--- src/rtl/axis_fifo_ctrl.sv ---
// AXI-Stream FIFO controller: pointers, flags and handshakes around a simple
// dual-port byte RAM with a registered read port, plus a 2-entry output buffer.
module axis_fifo_ctrl #(
    parameter int unsigned BLEN  = 8,
    parameter int unsigned WLEN  = 4,
    parameter int unsigned DLEN  = BLEN * WLEN,
    parameter int unsigned MLEN  = 1024,
    parameter int unsigned ALEN  = $clog2(MLEN),
    localparam int unsigned DEPTH = MLEN / WLEN,
    localparam int unsigned PLEN  = $clog2(DEPTH) + 1,
    localparam int unsigned CLEN  = $clog2(DEPTH + 2) + 1
) (
    input  logic            clk,
    input  logic            rstn,
    input  logic            s_axis_tvalid,
    output logic            s_axis_tready,
    input  logic [DLEN-1:0] s_axis_tdata,
    input  logic            s_axis_tlast,
    output logic            m_axis_tvalid,
    input  logic            m_axis_tready,
    output logic [DLEN-1:0] m_axis_tdata,
    output logic            m_axis_tlast,
    output logic            o_ram_wen,
    output logic [ALEN-1:0] o_ram_waddr,
    output logic [DLEN-1:0] o_ram_wdata,
    output logic            o_ram_ren,
    output logic [ALEN-1:0] o_ram_raddr,
    input  logic [DLEN-1:0] i_ram_rdata,
    output logic [CLEN-1:0] o_count,
    output logic            o_full,
    output logic            o_empty
);

    localparam int unsigned WSH = $clog2(WLEN);
    localparam int unsigned IW  = PLEN - 1;

    logic [PLEN-1:0] wptr, rptr, ram_used;
    logic [DEPTH-1:0] tlast_mem;
    logic            inflight, rd_last;
    logic [1:0]      ob_cnt;
    logic [DLEN-1:0] ob_data0, ob_data1;
    logic            ob_last0, ob_last1;
    logic            wr, pop, push;
    logic [2:0]      ob_occ;

    assign ram_used      = wptr - rptr;
    assign o_full        = (ram_used == PLEN'(DEPTH));
    assign s_axis_tready = rstn & ~o_full;
    assign wr            = s_axis_tvalid & s_axis_tready;
    assign pop           = m_axis_tvalid & m_axis_tready;
    assign push          = inflight;

    assign o_ram_wen   = wr;
    assign o_ram_waddr = ALEN'(wptr[IW-1:0]) << WSH;
    assign o_ram_wdata = s_axis_tdata;

    // Buffer slots committed for the next cycle, net of this cycle's pop
    assign ob_occ      = 3'(ob_cnt) + 3'(inflight) - 3'(pop);
    assign o_ram_ren   = rstn & (ram_used != '0) & (ob_occ < 3'd2);
    assign o_ram_raddr = ALEN'(rptr[IW-1:0]) << WSH;

    assign m_axis_tvalid = (ob_cnt != 2'd0);
    assign m_axis_tdata  = ob_data0;
    assign m_axis_tlast  = ob_last0;

    assign o_count = CLEN'(ram_used) + CLEN'(inflight) + CLEN'(ob_cnt);
    assign o_empty = (o_count == '0);

    // Sideband tlast storage, not cleared by reset
    always_ff @(posedge clk) begin
        if (wr) tlast_mem[wptr[IW-1:0]] <= s_axis_tlast;
    end

    always_ff @(posedge clk) begin
        if (!rstn) begin
            wptr     <= '0;
            rptr     <= '0;
            inflight <= 1'b0;
            rd_last  <= 1'b0;
        end else begin
            if (wr) wptr <= wptr + PLEN'(1);
            inflight <= o_ram_ren;
            if (o_ram_ren) begin
                rptr    <= rptr + PLEN'(1);
                rd_last <= tlast_mem[rptr[IW-1:0]];
            end
        end
    end

    // Output buffer: slot 0 is the head, slot 1 shifts in behind it
    always_ff @(posedge clk) begin
        if (!rstn) begin
            ob_cnt   <= 2'd0;
            ob_data0 <= '0;
            ob_data1 <= '0;
            ob_last0 <= 1'b0;
            ob_last1 <= 1'b0;
        end else begin
            case ({push, pop})
                2'b10: begin
                    if (ob_cnt == 2'd0) begin
                        ob_data0 <= i_ram_rdata;
                        ob_last0 <= rd_last;
                    end else begin
                        ob_data1 <= i_ram_rdata;
                        ob_last1 <= rd_last;
                    end
                end
                2'b01: begin
                    ob_data0 <= ob_data1;
                    ob_last0 <= ob_last1;
                end
                2'b11: begin
                    if (ob_cnt == 2'd1) begin
                        ob_data0 <= i_ram_rdata;
                        ob_last0 <= rd_last;
                    end else begin
                        ob_data0 <= ob_data1;
                        ob_last0 <= ob_last1;
                        ob_data1 <= i_ram_rdata;
                        ob_last1 <= rd_last;
                    end
                end
                default: ;
            endcase
            ob_cnt <= 2'(ob_cnt + 2'(push) - 2'(pop));
        end
    end

endmodule
--- config.mk ---
export PLATFORM = sky130hd
export DESIGN_NAME = axis_fifo_ctrl
export DESIGN_NICKNAME = d
export VERILOG_FILES = /design/src/rtl/axis_fifo_ctrl.sv
export SDC_FILE = /design/constraint.sdc
export NUM_CORES = 1
export LEC_CHECK = 0
export CAP_MARGIN = 10
export CORE_UTILIZATION = 45
export CTS_BUF_LIST = sky130_fd_sc_hd__clkbuf_16
export DETAILED_ROUTE_END_ITERATION = 10
export HOLD_SLACK_MARGIN = 0.06
export PLACE_DENSITY_LB_ADDON = 0.05
export SETUP_SLACK_MARGIN = 0.15
export SLEW_MARGIN = 40
export SYNTH_ARGS = -nofsm -noshare
export SYNTH_HDL_FRONTEND = slang
export SYNTH_SLANG_ARGS = --single-unit
export TNS_END_PERCENT = 50
--- constraint.sdc ---
create_clock -name clk -period 7.3 [get_ports clk]
set_input_delay 1.46 -clock clk [delete_from_list [all_inputs] [get_ports clk]]
set_output_delay 1.46 -clock clk [all_outputs]
set_load 0.01 [all_outputs]
==> results of run 1 <==
cell families after synthesis:
group	count (synthesis)	share of synthesized area (%)
XOR/XNOR	20	1.15
AO/OA/AOI/OAI	145	5.93
flip-flops	344	57.0
buffers and inverters	187	6.56
adder cells (fa/ha/maj)	20	1.69
multiplexers	115	11.3
AND/OR/NAND/NOR	543	16.4
other	1	0.0226
stage by stage:
stage               area (um2)  total power, mW
floorplan                16600             3.32
global placement         17400             3.86
detailed placement       17400             3.88
CTS                      18600             5.78
global route             18700             6.00
finish                   18700             5.73
worst min-delay path by stage:
stage                       from           end  slack [ps]
CTS                  ob_data1[3]   ob_data1[3]         450
global route         ob_data1[4]   ob_data1[4]         470
global placement    ob_data1[23]  ob_data1[23]         440
floorplan            ob_data1[0]   ob_data1[0]         440
detailed placement  ob_data1[17]  ob_data1[17]         450
finish              ob_data1[20]  ob_data1[20]         450
routing by layer:
metal | global-route usage (%) | routed length (um)
met4 | 7.55 | 1220
met1 | 33.0 | 19900
met3 | 3.62 | 2560
met2 | 37.5 | 20600
met5 | 0 | 0
cell type report:
cell class                 count  area, um2  area share, %
timing repair buffer         121       1220           6.54
clock buffer                  39        976           5.22
sequential                   344       9460           50.6
clock inverter                31        240           1.29
tap                          461        577           3.09
inverter                      24       90.1          0.482
multi-input combinational    847       6120           32.8
synth_stat cells (all sizes together) (4+ instances only):
library cell | n | area (um2)
nand4 | 8 | 56.3
ha | 16 | 200
nand2 | 129 | 484
dfxtp | 88 | 1760
and2 | 7 | 43.8
nor2b | 10 | 62.6
nor2 | 107 | 402
fa | 4 | 80.1
nor4 | 5 | 31.3
a2111oi | 4 | 41.3
a211oi | 38 | 290
nor3 | 219 | 1290
o21ai | 13 | 72.6
a311oi | 4 | 35.0
buf | 99 | 757
and3 | 7 | 43.8
o21a | 4 | 30.0
mux2i | 55 | 551
xnor2 | 10 | 95.1
or3 | 5 | 31.3
inv | 21 | 78.8
xor2 | 10 | 95.1
a21oi | 51 | 255
nand3 | 36 | 205
mux4 | 57 | 1280
edfxtp | 256 | 7690
clkbuf | 64 | 240
state kept, by name, summed over array words and instances, names as in the netlist:
| register | cells |
|---|---|
| tlast_mem | 256 |
| m_axis_tdata | 32 |
| ob_data1 | 32 |
| rptr | 9 |
| wptr | 9 |
| ob_cnt | 2 |
| inflight | 1 |
| m_axis_tlast | 1 |
| ob_last1 | 1 |
| rd_last | 1 |
power by group through the flow:
stage | clock [mW] | sequential [mW] | combinational [mW]
6_report | 1.90 | 2.32 | 1.51
5_1_grt | 2.03 | 2.34 | 1.64
4_1_cts | 1.94 | 2.32 | 1.52
3_5_place_dp | 0 | 2.37 | 1.51
3_3_place_gp | 0 | 2.36 | 1.49
2_1_floorplan | 0 | 2.36 | 0.957
placed cells by master (no fill, tap or decap), drive strengths merged, types with 39 or more instances in the layout:
cell and n:
mux4 57, nor3 219, dfxtp 88, edfxtp 256
nand2 129, mux2i 55, nor2 107, clkbuf 39
clkdlybuf4s50 100, a21oi 51
worst max-delay path: stages (launching register included):
cell and delay, ps:
dfxtp_1 310, buf_4 360, inv_2 360, ha_1 450
nor2b_1 160, o31a_1 280, nor2_1 180, o311a_2 280
nand4_2 210, o21ai_2 320, or2_4 620, inv_2 220
clkdlybuf4s50_1 530
==> flow_summary.toml, run 1 <==
[power_and_ir_drop]
ir_drop_mv = 0.193
power_frac_seq_pct = 40.5
combPwrFrac_pct = 26.3
pwr-share-clk_pct = 33.2
power.leakage_nw = 5.89
switching_share_pct = 29.8
power.density_mw_per_mm2 = 307
internal-power_mw = 4.03
netSwitchingPower_mw = 1.71

[timing]
setup_ws_ps = 1010
setup-tns-final_ps = 0
finalHoldViolCount = 0
drv_slew = 0
skew_ps = 9.38
period_share_pct = 86.1
fmax_mhz = 159
setup_violations = 0
post-route-min-period_ps = 6290
whs_ps = 452
rsz0062_at_grt = "no"
worstMarginPinSlew_ps = 847
slew_headroom_pct = 43.5

[finish]
syn2layout_area_growth_pct = 12.7
drive_gt1_share_pct = 14.9
layoutNonFillerInstCount = 1867
final_util_pct = 52.0
diodes = 0
num-fill-cells = 3181
fin_nets = 1466

[global_route]
overflow = 0
grt_max_degree = 149
grt_use_total_pct = 23.5
antenna_found_initial = 0
grt_pass1_vias = 10700
grt_pass1_wl_um = 67400

[route]
via_count = 11000
ant_nets = 0
drt_pass1_iterations = 5
initialDrtViolationCount = 839
drc = 0
wl_per_cell_um = 23.7
avgViaCountPerCell = 5.87
routed_wl_um = 44300

[yosys]
synth-main-ff-cell = "edfxtp_1"
synth_cell_types = 68
seq_area_frac_synth_pct = 57.0
synth_edf_count = 256
synth-seq-cells = 344
syn_area_per_cell_um2 = 12.1
ys_warn_count = 0
syn_inst = 1375
async_reset_ff_share_pct = 0
synth_area_mm2 = 0.0166

[floorplan]
ios = 170
die_h_um = 194
fp.dieW_um = 194
dieArea_mm2 = 0.0376
coreArea_mm2 = 0.0359
start_util_pct = 46.2
rows = 69

[clock_tree]
cts_root_buf = "clkbuf_16"
clock_sinks = 344
clockBufferDepth = 3
cts_setup_buffers = 0
hold_buffers = 0
path_clk_slew_ps = 60
clock_latency_ps = 530
cts_made_buffers = 39
cts_tree = "built"
h-tree-depth = 2
cts_resized = 0

[hold_path]
min_path_type = "flop to flop"
hold_depth = 2

[placed_design]
routabilityCongestion = 0.811
dp_cells = 1795
place_worst_setup_slack_ps = 1330
hpwlAfterDp_um = 25700
portBuffers = 101

[critical_path]
timing.rr.end = "tlast_mem[5]"
arrival_ps = 4830
crit_start = "rptr[2]"
reg2reg_from = "rptr[2]"
crit_type = "flop to output port"
cp-end-kind = "output port"
rrSetupSlack_ps = 2560
worstSetupEndpoint = "o_ram_wen"
path_max_fanout = 54
reg2reg_depth = 12
required_ps = 5840
worst_setup_path_start_kind = "flop"

[outcome]
run_status = "finished, final reports clean"

[job]
drv_cap = 0
No activity file was read; power rests on OpenSTA's default activity.
==> inputs of run 2 (changes only) <==
--- a/config.mk
+++ b/config.mk
@@ -12,6 +12,7 @@
 export HOLD_SLACK_MARGIN = 0.06
 export PLACE_DENSITY_LB_ADDON = 0.05
 export SETUP_SLACK_MARGIN = 0.15
+export SKIP_CTS_REPAIR_TIMING = 1
 export SLEW_MARGIN = 40
 export SYNTH_ARGS = -nofsm -noshare
 export SYNTH_HDL_FRONTEND = slang
==> results of run 2 <==
Final layout, timing and power as in run 1 (identical DEF).
==> inputs of run 3 (changes only) <==
--- a/config.mk
+++ b/config.mk
@@ -5,10 +5,11 @@
 export SDC_FILE = /design/constraint.sdc
 export NUM_CORES = 1
 export LEC_CHECK = 0
-export CAP_MARGIN = 10
+export CAP_MARGIN = 25
 export CORE_UTILIZATION = 45
 export CTS_BUF_LIST = sky130_fd_sc_hd__clkbuf_16
 export DETAILED_ROUTE_END_ITERATION = 10
+export GPL_TIMING_DRIVEN = 0
 export HOLD_SLACK_MARGIN = 0.06
 export PLACE_DENSITY_LB_ADDON = 0.05
 export SETUP_SLACK_MARGIN = 0.15
@@ -17,4 +18,3 @@
 export SYNTH_ARGS = -nofsm -noshare
 export SYNTH_HDL_FRONTEND = slang
 export SYNTH_SLANG_ARGS = --single-unit
-export TNS_END_PERCENT = 50
==> flow_summary.toml, run 3 (same netlist as run 1, synthesis figures left out) <==
[outcome]
run_status = "finished, final reports clean"

[timing]
setup-tns-final_ps = 0
drv_slew = 0
setup_ws_ps = 518
worstMarginPinSlew_ps = 859
skew_ps = 15.7
finalHoldViolCount = 0
fmax_mhz = 147
post-route-min-period_ps = 6780
slew_headroom_pct = 42.8
rsz0062_at_grt = "no"
period_share_pct = 92.9
setup_violations = 0

[clock_tree]
cts_root_buf = "clkbuf_16"
clock_sinks = 344
cts_tree = "built"
path_clk_slew_ps = 60
h-tree-depth = 2
clock_latency_ps = 530
cts_made_buffers = 39
clockBufferDepth = 3

[job]
drv_cap = 0

[route]
drt_pass1_iterations = 5
routed_wl_um = 48700
initialDrtViolationCount = 1068
avgViaCountPerCell = 5.81
wl_per_cell_um = 23.9
drc = 0
via_count = 11900
ant_nets = 0

[finish]
final_cell_mix = "256 x edfxtp_1, 180 x nor3_1, 131 x clkdlybuf4s50_1, 129 x nand2_1, 107 x nor2_1"
final_area_mm2 = 0.0197
num-fill-cells = 3113
fin_nets = 1642
diodes = 0
drive_gt1_share_pct = 17.6
syn2layout_area_growth_pct = 19.0
layout_commonest_cell = "edfxtp_1"
largest_reg_flops = 256

[placed_design]
place_area_mm2 = 0.0186
portBuffers = 132
place_worst_setup_slack_ps = 861
hpwlAfterDp_um = 33000
routabilityCongestion = 0.886

[floorplan]
die_h_um = 194
fp.dieW_um = 194
rows = 69
start_util_pct = 46.2
dieArea_mm2 = 0.0376
coreArea_mm2 = 0.0359
ios = 170

[critical_path]
timing.rr.end = "tlast_mem[187]"
reg2reg_depth = 15
path_max_fanout = 10
crit_type = "flop to output port"
worstPathCellList = "clkbuf_1, clkinvlp_4, clkbuf_1, ha_1, and2_1, a221oi_2, nand2_1, xnor2_2, nand4_2, o21ai_1, inv_1, buf_2, clkdlybuf4s50_1"
reg2reg_from = "rptr[3]"
arrival_ps = 5320
worst_path_max_delay_cell = "clkbuf_1"
worst_setup_path_start_kind = "flop"
rrSetupSlack_ps = 2090
path_common_cell = "clkbuf_1"
cp_slowest_stage_delay_ps = 550
required_ps = 5840
cp-end-kind = "output port"

[global_route]
gr-usage-met2_pct = 41.9
grtUsageMet1_pct = 35.3
top_usage_layer = "met2"
overflow = 0
grt_max_degree = 100
antenna_found_initial = 0
grt_use_total_pct = 25.8
grt_pass1_vias = 11700
grt_pass1_wl_um = 72900
grt_util_met3_pct = 4.64

[power_and_ir_drop]
power.leakage_nw = 6.47
power.density_mw_per_mm2 = 294
ir_drop_mv = 0.166

[hold_path]
hold_start = "ob_last1"
min_path_type = "flop to flop"
holdPathEnd = "ob_last1"
hold_depth = 2
## run 3: changes by cell type in the layout (fill, tap and decap cells not counted), moves of 8 or more
cell	delta
clkdlybuf4s50_1	+31
clkbuf_1	+55
buf_2	+14
nand2_1	+8
buf_4	+45
clkbuf_2	+9
buf_6	+16
## run 3: stage by stage
| step | power (mW) | cells | utilization, % | hold slack, ps |
|---|---|---|---|---|
| after floorplan | 3.32 | 1378 | - | 436 |
| after global placement | 4.01 | 1971 | 51.5 | 441 |
| after detailed placement | 4.01 | 1973 | 51.7 | 446 |
| after CTS | 5.83 | 2041 | 55.0 | 454 |
| after global routing | 6.05 | 2041 | 55.0 | 468 |
| final | 5.80 | 2041 | 55.0 | 453 |
## run 3: per-layer routing
metal | wire length, um | vias to the layer above
met5 | 0 | -
met2 | 22700 | 545
met1 | 20600 | 5809
met4 | 1330 | 0
li1 | - | 5416
met3 | 4030 | 90
## run 3: critical path: cells and delay by family (launching register included)
family          cells  cell delay (ps)
buf+inv             6             2380
compound gates      2              690
simple gates        3              620
fa+ha+maj           1              480
flops               1              340
xor+xnor            1              270
## run 3: worst max path at each step
stage	endpoint	start	slack (ps)	cells past startpoint
after global placement	tlast_mem[32]	s_axis_tlast	-1420	1
final	o_ram_ren	rptr[3]	520	13
after detailed placement	o_ram_ren	rptr[3]	860	13
after global routing	o_ram_ren	rptr[3]	250	13
after floorplan	o_empty	rptr[1]	2660	13
after CTS	o_ram_ren	rptr[3]	300	13
## run 3: area by class of cell
type	count	area (um2)	area share, %
clock inverter	29	194	0.982
clock buffer	39	976	4.94
buffer	163	1010	5.11
sequential	344	9450	47.9
inverter	24	93.8	0.475
multi-input combinational	847	6060	30.7
timing repair buffer	134	1380	7.00
tap	461	577	2.92
## run 3: where the power goes
| group | switching, mW | total [mW] | internal (mW) |
|---|---|---|---|
| registers | 0.0720 | 2.29 | 2.22 |
| logic | 0.912 | 1.67 | 0.760 |
| clock network | 0.797 | 1.84 | 1.04 |
